--- src/rtl/uart_tx_framed_pkg.sv ---
// Shared definitions for the framed UART transmitter: parity modes, FSM states,
// common baud divisors at 125 MHz and the parity helper.
package uart_tx_framed_pkg;

    localparam logic [1:0] UART_PAR_NONE = 2'b00;
    localparam logic [1:0] UART_PAR_EVEN = 2'b01;
    localparam logic [1:0] UART_PAR_ODD  = 2'b10;

    // Bit period minus one at 125 MHz (4M rounds 31.25 cycles down to 31)
    localparam int unsigned UART_DIV_115200_125M = 1084;
    localparam int unsigned UART_DIV_4M_125M     = 30;

    typedef enum logic [2:0] {
        ST_IDLE,
        ST_START,
        ST_DATA,
        ST_PARITY,
        ST_STOP
    } tx_state_e;

    function automatic logic parity_on(input logic [1:0] mode);
        return (mode == UART_PAR_EVEN) || (mode == UART_PAR_ODD);
    endfunction

    // Word is zero-extended to 9 bits; the padding does not change the XOR
    function automatic logic parity_bit(input logic [1:0] mode, input logic [8:0] word);
        return (mode == UART_PAR_ODD) ? ~^word : ^word;
    endfunction

endpackage

--- src/rtl/uart_tx_framed_fifo_sync.sv ---
// Single-clock FIFO with registered occupancy count; push into a full FIFO and
// pop from an empty one are ignored.
module uart_tx_framed_fifo_sync #(
    parameter int WIDTH = 8,
    parameter int DEPTH = 4
) (
    input  logic                     clk,
    input  logic                     rst,
    input  logic                     push,
    input  logic [WIDTH-1:0]         din,
    input  logic                     pop,
    output logic [WIDTH-1:0]         dout,
    output logic                     full,
    output logic                     empty,
    output logic [$clog2(DEPTH):0]   count
);

    localparam int AW = $clog2(DEPTH);
    localparam logic [AW:0] DEPTH_C = (AW + 1)'(DEPTH);

    logic [WIDTH-1:0] mem_q [DEPTH];
    logic [AW-1:0]    wr_ptr_q, wr_ptr_d;
    logic [AW-1:0]    rd_ptr_q, rd_ptr_d;
    logic [AW:0]      count_q, count_d;
    logic             do_push, do_pop;

    assign full  = (count_q == DEPTH_C);
    assign empty = (count_q == '0);
    assign count = count_q;
    assign dout  = mem_q[rd_ptr_q];

    always_comb begin
        do_push  = push && !full;
        do_pop   = pop && !empty;
        wr_ptr_d = do_push ? wr_ptr_q + 1'b1 : wr_ptr_q;
        rd_ptr_d = do_pop  ? rd_ptr_q + 1'b1 : rd_ptr_q;
        count_d  = count_q + {{AW{1'b0}}, do_push} - {{AW{1'b0}}, do_pop};
    end

    always_ff @(posedge clk or posedge rst) begin
        if (rst) begin
            wr_ptr_q <= '0;
            rd_ptr_q <= '0;
            count_q  <= '0;
        end else begin
            wr_ptr_q <= wr_ptr_d;
            rd_ptr_q <= rd_ptr_d;
            count_q  <= count_d;
        end
    end

    // Storage carries data only, so it is left out of reset
    always_ff @(posedge clk) begin
        if (do_push) begin
            mem_q[wr_ptr_q] <= din;
        end
    end

endmodule

--- src/rtl/uart_tx_framed.sv ---
// Buffered UART transmitter: FIFO-fed, LSB-first frames with per-frame latched
// divisor, optional parity and one or two stop bits.
module uart_tx_framed
    import uart_tx_framed_pkg::*;
#(
    parameter int DATA_BITS  = 8,
    parameter int FIFO_DEPTH = 4,
    parameter int DIV_WIDTH  = 11
) (
    input  logic                 clk,
    input  logic                 rst,
    input  logic [DATA_BITS-1:0] data,
    input  logic                 valid,
    output logic                 ready,
    input  logic [DIV_WIDTH-1:0] divisor,
    input  logic [1:0]           parity,
    input  logic                 stop2,
    output logic                 tx,
    output logic                 busy
);

    localparam logic [3:0] LAST_IDX = 4'(DATA_BITS - 1);
    localparam int CW = $clog2(FIFO_DEPTH) + 1;

    logic [DATA_BITS-1:0] fifo_dout;
    logic                 fifo_full, fifo_empty, fifo_pop;
    logic [CW-1:0]        fifo_count;

    tx_state_e            state_q, state_d;
    logic [DIV_WIDTH-1:0] timer_q, timer_d;
    logic [DIV_WIDTH-1:0] div_q, div_d;
    logic [3:0]           bit_idx_q, bit_idx_d;
    logic                 stop_idx_q, stop_idx_d;
    logic                 par_en_q, par_en_d;
    logic                 par_bit_q, par_bit_d;
    logic                 stop2_q, stop2_d;
    logic                 tx_q, tx_d;
    logic [DATA_BITS-1:0] shift_q, shift_d;
    logic                 bit_end, load_frame;

    uart_tx_framed_fifo_sync #(
        .WIDTH (DATA_BITS),
        .DEPTH (FIFO_DEPTH)
    ) u_fifo (
        .clk   (clk),
        .rst   (rst),
        .push  (valid && ready),
        .din   (data),
        .pop   (fifo_pop),
        .dout  (fifo_dout),
        .full  (fifo_full),
        .empty (fifo_empty),
        .count (fifo_count)
    );

    assign ready = !fifo_full;
    assign busy  = (state_q != ST_IDLE) || (fifo_count != '0);
    assign tx    = tx_q;

    always_comb begin
        state_d    = state_q;
        timer_d    = timer_q;
        div_d      = div_q;
        bit_idx_d  = bit_idx_q;
        stop_idx_d = stop_idx_q;
        par_en_d   = par_en_q;
        par_bit_d  = par_bit_q;
        stop2_d    = stop2_q;
        tx_d       = tx_q;
        shift_d    = shift_q;
        fifo_pop   = 1'b0;
        load_frame = 1'b0;
        bit_end    = (timer_q == '0);

        case (state_q)
            ST_IDLE: begin
                load_frame = !fifo_empty;
            end
            ST_START: begin
                if (bit_end) begin
                    state_d   = ST_DATA;
                    timer_d   = div_q;
                    bit_idx_d = '0;
                    tx_d      = shift_q[0];
                end else begin
                    timer_d = timer_q - 1'b1;
                end
            end
            ST_DATA: begin
                if (bit_end) begin
                    timer_d = div_q;
                    if (bit_idx_q == LAST_IDX) begin
                        if (par_en_q) begin
                            state_d = ST_PARITY;
                            tx_d    = par_bit_q;
                        end else begin
                            state_d    = ST_STOP;
                            stop_idx_d = 1'b0;
                            tx_d       = 1'b1;
                        end
                    end else begin
                        bit_idx_d = bit_idx_q + 4'd1;
                        shift_d   = shift_q >> 1;
                        tx_d      = shift_q[1];
                    end
                end else begin
                    timer_d = timer_q - 1'b1;
                end
            end
            ST_PARITY: begin
                if (bit_end) begin
                    state_d    = ST_STOP;
                    timer_d    = div_q;
                    stop_idx_d = 1'b0;
                    tx_d       = 1'b1;
                end else begin
                    timer_d = timer_q - 1'b1;
                end
            end
            ST_STOP: begin
                if (bit_end) begin
                    if (stop2_q && !stop_idx_q) begin
                        stop_idx_d = 1'b1;
                        timer_d    = div_q;
                    end else if (!fifo_empty) begin
                        load_frame = 1'b1;
                    end else begin
                        state_d = ST_IDLE;
                        tx_d    = 1'b1;
                    end
                end else begin
                    timer_d = timer_q - 1'b1;
                end
            end
            default: begin
                state_d = ST_IDLE;
                tx_d    = 1'b1;
            end
        endcase

        // Popping a word also snapshots the line configuration for its whole frame
        if (load_frame) begin
            fifo_pop  = 1'b1;
            state_d   = ST_START;
            timer_d   = divisor;
            div_d     = divisor;
            shift_d   = fifo_dout;
            par_en_d  = parity_on(parity);
            par_bit_d = parity_bit(parity, 9'(fifo_dout));
            stop2_d   = stop2;
            tx_d      = 1'b0;
        end
    end

    always_ff @(posedge clk or posedge rst) begin
        if (rst) begin
            state_q    <= ST_IDLE;
            timer_q    <= '0;
            div_q      <= '0;
            bit_idx_q  <= '0;
            stop_idx_q <= 1'b0;
            par_en_q   <= 1'b0;
            par_bit_q  <= 1'b0;
            stop2_q    <= 1'b0;
            tx_q       <= 1'b1;
        end else begin
            state_q    <= state_d;
            timer_q    <= timer_d;
            div_q      <= div_d;
            bit_idx_q  <= bit_idx_d;
            stop_idx_q <= stop_idx_d;
            par_en_q   <= par_en_d;
            par_bit_q  <= par_bit_d;
            stop2_q    <= stop2_d;
            tx_q       <= tx_d;
        end
    end

    always_ff @(posedge clk) begin
        shift_q <= shift_d;
    end

endmodule
--- config.mk ---
export PLATFORM = sky130hd
export DESIGN_NAME = uart_tx_framed
export DESIGN_NICKNAME = d
export VERILOG_FILES = /design/src/rtl/uart_tx_framed_pkg.sv /design/src/rtl/uart_tx_framed_fifo_sync.sv /design/src/rtl/uart_tx_framed.sv
export SDC_FILE = /design/constraint.sdc
export NUM_CORES = 1
export LEC_CHECK = 0
export ABC_AREA = 1
export CORE_MARGIN = 4
export CORE_UTILIZATION = 59
export DETAILED_ROUTE_END_ITERATION = 12
export GPL_ROUTABILITY_DRIVEN = 1
export GPL_TIMING_DRIVEN = 0
export HOLD_SLACK_MARGIN = 0.06
export PLACE_DENSITY = 0.87
export SYNTH_ARGS = -nofsm -noshare
export SYNTH_HDL_FRONTEND = slang
export SYNTH_SLANG_ARGS = --single-unit
--- constraint.sdc ---
create_clock -name clk -period 3.4 [get_ports clk]
set_input_delay 1.02 -clock clk [delete_from_list [all_inputs] [get_ports clk]]
set_output_delay 1.02 -clock clk [all_outputs]
set_load 0.02 [all_outputs]
======== Word-level counts from Yosys, hierarchy flattened ========
Memories as Yosys holds them, arrays and structs flattened.
Cells that the tools add are included.
word-level totals
  RAM bits ................................ 32
  memories ................................ 1
  output and inout bits ................... 3
  logic and storage cells ................. 122
  register bits after elaboration ......... 49
memory list
  memory        depth  bits a word  read ports  clocked after Yosys merged registers in  wr ports  RTL line                        RTL
  u_fifo.mem_q  4      8            1           0                                        1         uart_tx_framed_fifo_sync.sv:21  logic [WIDTH-1:0] mem_q [DEPTH];
operators by class
  reduce and logical (&&, ||, !) cells .... 28
  muxes and demuxes ....................... 48
  equality and inequality tests ........... 26
  add/subtract/negate cells ............... 6
operators with widths
  operator                                                              count
  11-bit two-way mux                                                    4
  8-bit two-way mux                                                     4
  3-bit two-way mux                                                     9
  1-bit two-way mux                                                     22
  11-bit case mux with 2 select lines                                   1
  3-bit != test, second input constant                                  7
  2-bit != test, second input constant                                  10
  3-bit case mux with 5 select lines                                    1
  7-bit AND reduction                                                   2
  4-bit two-way mux                                                     3
  3-bit nonzero test                                                    4
  11-bit logical NOT                                                    1
  11-bit by 1-bit subtractor with 11-bit output, second input constant  1
  9-bit XNOR reduction                                                  1
  9-bit XOR reduction                                                   1
  4-bit case mux with 2 select lines                                    1
  8-bit AND reduction                                                   1
  3-bit by 2-bit == test with 1-bit output, second input constant       2
  3-bit == test, second input constant                                  2
  3-bit logical NOT                                                     2
  2-bit nonzero test                                                    3
  1-bit case mux with 5 select lines                                    1
  2-bit by 1-bit adder with 2-bit output, second input constant         2
  4-bit by 1-bit adder with 4-bit output, second input constant         1
  16 further kinds                                                      22

======== Depth between registers and ports, before layout ========
  depth in word-level cells ............... 8
  mapped depth ............................ 15
  mapped depth without buffers ............ 13

======== By module ========
From an unflattened synthesis, not the netlist that was laid out.
second synthesis, totals
  cells, all modules ...................... 491
  area total of the unflattened synthesis .. 4256.6 um^2
modules (own cells, without submodules)
  module                    cells each  times used  area an instance (um^2)
  uart_tx_framed            329         1           2522.4
  uart_tx_framed_fifo_sync  162         1           1734.2

======== Least setup slack after synthesis ========
Ideal clock, no wire load.
  path kind ............................... reg2reg
  from .................................... register timer_q[0]
  to ...................................... register u_fifo.count_q[2], in the netlist u_fifo.count[2]
  clock period less this slack ............ 2.421 ns
  cell stages (with the launch flop) ...... 15
  path buffers ............................ 1
  arrival time ............................ 2.292 ns
  data required time ...................... 3.271 ns
  slack ................................... 0.979 ns
  path through ............................ dfrtp_1 inv_1 ha_1 nand2_1 nor2_1 nand2_1 nor2_2 nand4_1 nand2_2 buf_2 ha_1 inv_1 ha_1 fa_1 xor2_1
between the ends
  word-level cells in the longest chain between the ends .. 6
RTL lines
  element                                      RTL line                        RTL
  start: declaration                           uart_tx_framed.sv:30            logic [DIV_WIDTH-1:0] timer_q, timer_d;
  start signal: assignment                     uart_tx_framed.sv:168           timer_q <= timer_d;
  11-bit logical NOT                           uart_tx_framed.sv:73            bit_end = (timer_q == '0);
  1-bit two-way mux                            uart_tx_framed.sv:121           if (bit_end) begin
  1-bit case mux with 2 select lines           uart_tx_framed.sv:75            case (state_q)
  1-bit two-way mux                            uart_tx_framed.sv:142           if (load_frame) begin
  1-bit logical AND                            uart_tx_framed_fifo_sync.sv:34  do_pop = pop && !empty;
  named net u_fifo.do_pop                      uart_tx_framed_fifo_sync.sv:25  logic do_push, do_pop;
  3-bit by 1-bit subtractor with 3-bit output  uart_tx_framed_fifo_sync.sv:37  count_d = count_q + {{AW{1'b0}}, do_push} - {{AW{1'b0}}, do_pop};
  named net u_fifo.count_d[2]                  uart_tx_framed_fifo_sync.sv:24  logic [AW:0] count_q, count_d;
  end signal: assignment                       uart_tx_framed_fifo_sync.sv:48  count_q <= count_d;
  end: declaration                             uart_tx_framed_fifo_sync.sv:24
The timed path passes the listed nets, and every way through them passes these cells.
A chain may end at the register's enable or synchronous reset.

======== Final worst setup path ========
  from .................................... register u_fifo.count_q[1], in the netlist u_fifo.count[1]
  to ...................................... output busy
between the ends
  word-level cells in the longest chain between the ends .. 2
RTL lines
  element             RTL line              RTL
  3-bit nonzero test  uart_tx_framed.sv:57  assign busy = (state_q != ST_IDLE) || (fifo_count != '0);
  1-bit logical OR    uart_tx_framed.sv:57
  end: declaration    uart_tx_framed.sv:19  output logic busy
Every way passes these cells.

==> impl_metrics.tcl <==
set metrics [dict create \
    status "complete, no violations" \
    grt_max_degree 42 \
    tightest_slew_ps 1140 \
    core_um2 6790 \
    antenna_found_initial 0 \
    skew_ps 12.3 \
    synth_edf_count 40 \
    pwr_density_cell_nw_per_um2 974 \
    path_clk_slew_ps 70 \
    synth_common_cells "nand2_1, inv_1, dfrtp_1, edfxtp_1, o21ai_0" \
    drt-total-wl_mm 8.15 \
    leakage_nw 2.25 \
    avgSynthCellArea_um2 8.60 \
    worstSetupEndpoint "busy" \
    grt_pass1_vias 3192 \
    fillerInstances 536 \
    reg2reg_to "u_fifo.count[2]" \
    fp.dieW_um 91.7 \
    finalCritPeriodShare 0.855 \
    die_y_um 91.7 \
    diodes 0 \
    async_reset_ff_frac 0.506 \
    hold_viol 0 \
    cts_buffers 9 \
    ir_drop_v 0.000573 \
    netlist-cell-type-count 36 \
    critPathKind "register to primary output" \
    yosysMostFrequentCell "nand2_1" \
    syn_inst 481 \
    antenna_left 0 \
    period_minus_slack_ps 2910 \
    clockRootBuffer "clkbuf_8" \
    crit_fanout 4 \
    r2r.worst_path.cells 14 \
    r2r_start "timer_q[0]" \
    synth_top_area_frac 0.290 \
    max_stage_delay_ps 540 \
    slowest_stage "clkdlybuf4s50_1" \
    clock_path_buffers 2 \
    fmax_mhz 344 \
    dr_total_vias 3275 \
    syn_nets 516 \
    final_util 0.698 \
    final_nets 554 \
    worst-path-buf-inv 3 \
    ys_seq_elements 81 \
    cts_sinks 81 \
    cts_resized 0 \
    insertion_delay_ps 350 \
    wl_per_cell_um 13.1 \
    seq_area_um2 2230 \
    cp_data_arrival_time_ps 1890 \
    worst_setup_path_end_kind "primary output" \
    crit_required_ps 2380 \
    ys_seq_area_frac 0.539 \
    initial_core_util 0.609 \
    r2r_setup_slack_ps 590 \
    synth_area_um2 4140 \
    grt_pass1_wl_mm 13.8 \
    yosys.area.top_type "edfxtp_1" \
    dieArea_um2 8410 \
    cp-startpoint "u_fifo.count[1]" \
    setup_viol 0 \
    cp.depth 5 \
    max_cap_viol_count 0 \
    crit_path_frequent_cell "inv_1" \
    grt.overflow.total 0 \
    gp_congestion 0.908 \
    ios 28 \
    port_buffers 27 \
    drc 0 \
    synth_area_leaders "edfxtp_1, dfrtp_1, nand2_1" \
    rows 30 \
    dr.pass1.iters 5 \
    post_cts_buffers 0 \
    cpLargestDelayFamily "buffers and inverters" \
    crit_chain "inv_1 > nand3_1 > inv_1 > nand2_1 > clkdlybuf4s50_1" \
    rsz0062_at_grt "false" \
    drive_gt1_frac 0.105 \
    hold_buffers 0 \
    setup_tns_ps 0 \
    grtUsageTotal 0.204 \
    slew_headroom 0.230 \
    yosys_warnings 0 \
    cts_tree "yes" \
    dpl.hpwl_mm 5.86 \
    area_growth_syn_to_layout_pct 14.7 \
    hold_class "register to register" \
    htree_levels 3 \
    startpoint_type "register" \
    slew_violations 0 \
    drt_iter0_drc 165 \
    synth_ff_type "edfxtp_1" \
    viasPerCell 5.28 \
    multiInputGateArea_um2 1620 \
]
==> state kept, by name (all words and copies together) (netlist names), 2 cells and up <==
register / flops
div_q: 11
u_fifo.wr_ptr_q: 2
u_fifo.rd_ptr_q: 2
u_fifo.count: 3
shift_q: 8
bit_idx_q: 4
u_fifo.mem_q: 32
state_q: 3
timer_q: 11
==> power breakdown <==
group	internal (mW)	total, mW	leakage [nW]	switching (mW)
registers	1.45	1.63	0.875	0.175
logic	0.779	2.23	1.27	1.45
clock network	0.413	0.765	0.107	0.352
total	2.65	4.62	2.25	1.97
==> layer usage <==
layer	vias to the layer above	global-route usage	share of wire
met5	-	0	0
met2	81	0.355	0.51
li1	1625	-	-
met1	1554	0.244	0.42
met3	15	0.0500	0.053
met4	0	0.0755	0.016
==> placed cells by master, fill, tap and decap left out, types with 3 or more instances in the layout <==
cell	Yosys	final
a21oi_1	5	5
buf_6	3	3
clkbuf_8	0	9
edfxtp_1	40	40
nand3_1	28	28
nor2_2	5	5
clkdlybuf4s50_1	0	27
inv_1	49	48
dfrtp_1	40	40
nand2_1	187	187
buf_2	8	8
nor2_1	19	19
o21ai_0	39	39
inv_2	4	5
xor2_1	6	6
o21ai_1	8	8
ha_1	9	9
nand2_2	6	6
==> through the flow <==
step	instance area, µm²	hold slack [ps]	instances	power (mW)	worst slack, ps
finish	4740	468	620	4.62	494
global route	4740	512	620	5.06	336
CTS	4740	472	620	4.63	485
detailed placement	4530	461	604	3.85	608
global placement	4530	452	604	3.73	529
floorplan	4140	435	481	3.31	979
==> layout make-up <==
| class | count | share of cell area |
|---|---|---|
| plain buffers | 14 | 0.0195 |
| flip-flops and latches | 81 | 0.470 |
| repair buffers | 27 | 0.0570 |
| clock buffers | 9 | 0.0261 |
| well taps | 96 | 0.0253 |
| multi-input cells | 333 | 0.341 |
| inverters | 53 | 0.0419 |
| clock inverters | 7 | 0.0198 |
==> logic make-up after synthesis <==
family / share of synthesized area
AO/OA/AOI/OAI: 0.0823
XOR/XNOR: 0.0169
adder cells (fa/ha/maj): 0.0321
buffers and inverters: 0.0705
flip-flops: 0.539
AND/OR/NAND/NOR: 0.260
==> how the worst min path moves through the flow <==
| stage | from | endpoint | slack, ps | cells past startpoint |
|---|---|---|---|---|
| after global routing | bit_idx_q[3] | bit_idx_q[3] | 510 | 1 |
| final | bit_idx_q[3] | bit_idx_q[3] | 470 | 1 |
| after floorplan | bit_idx_q[3] | bit_idx_q[3] | 430 | 1 |
| after detailed placement | bit_idx_q[3] | bit_idx_q[3] | 460 | 1 |
| after global placement | bit_idx_q[3] | bit_idx_q[3] | 450 | 1 |
| after CTS | bit_idx_q[3] | bit_idx_q[3] | 470 | 1 |
Note: power is estimated with default switching activity, not from simulation.
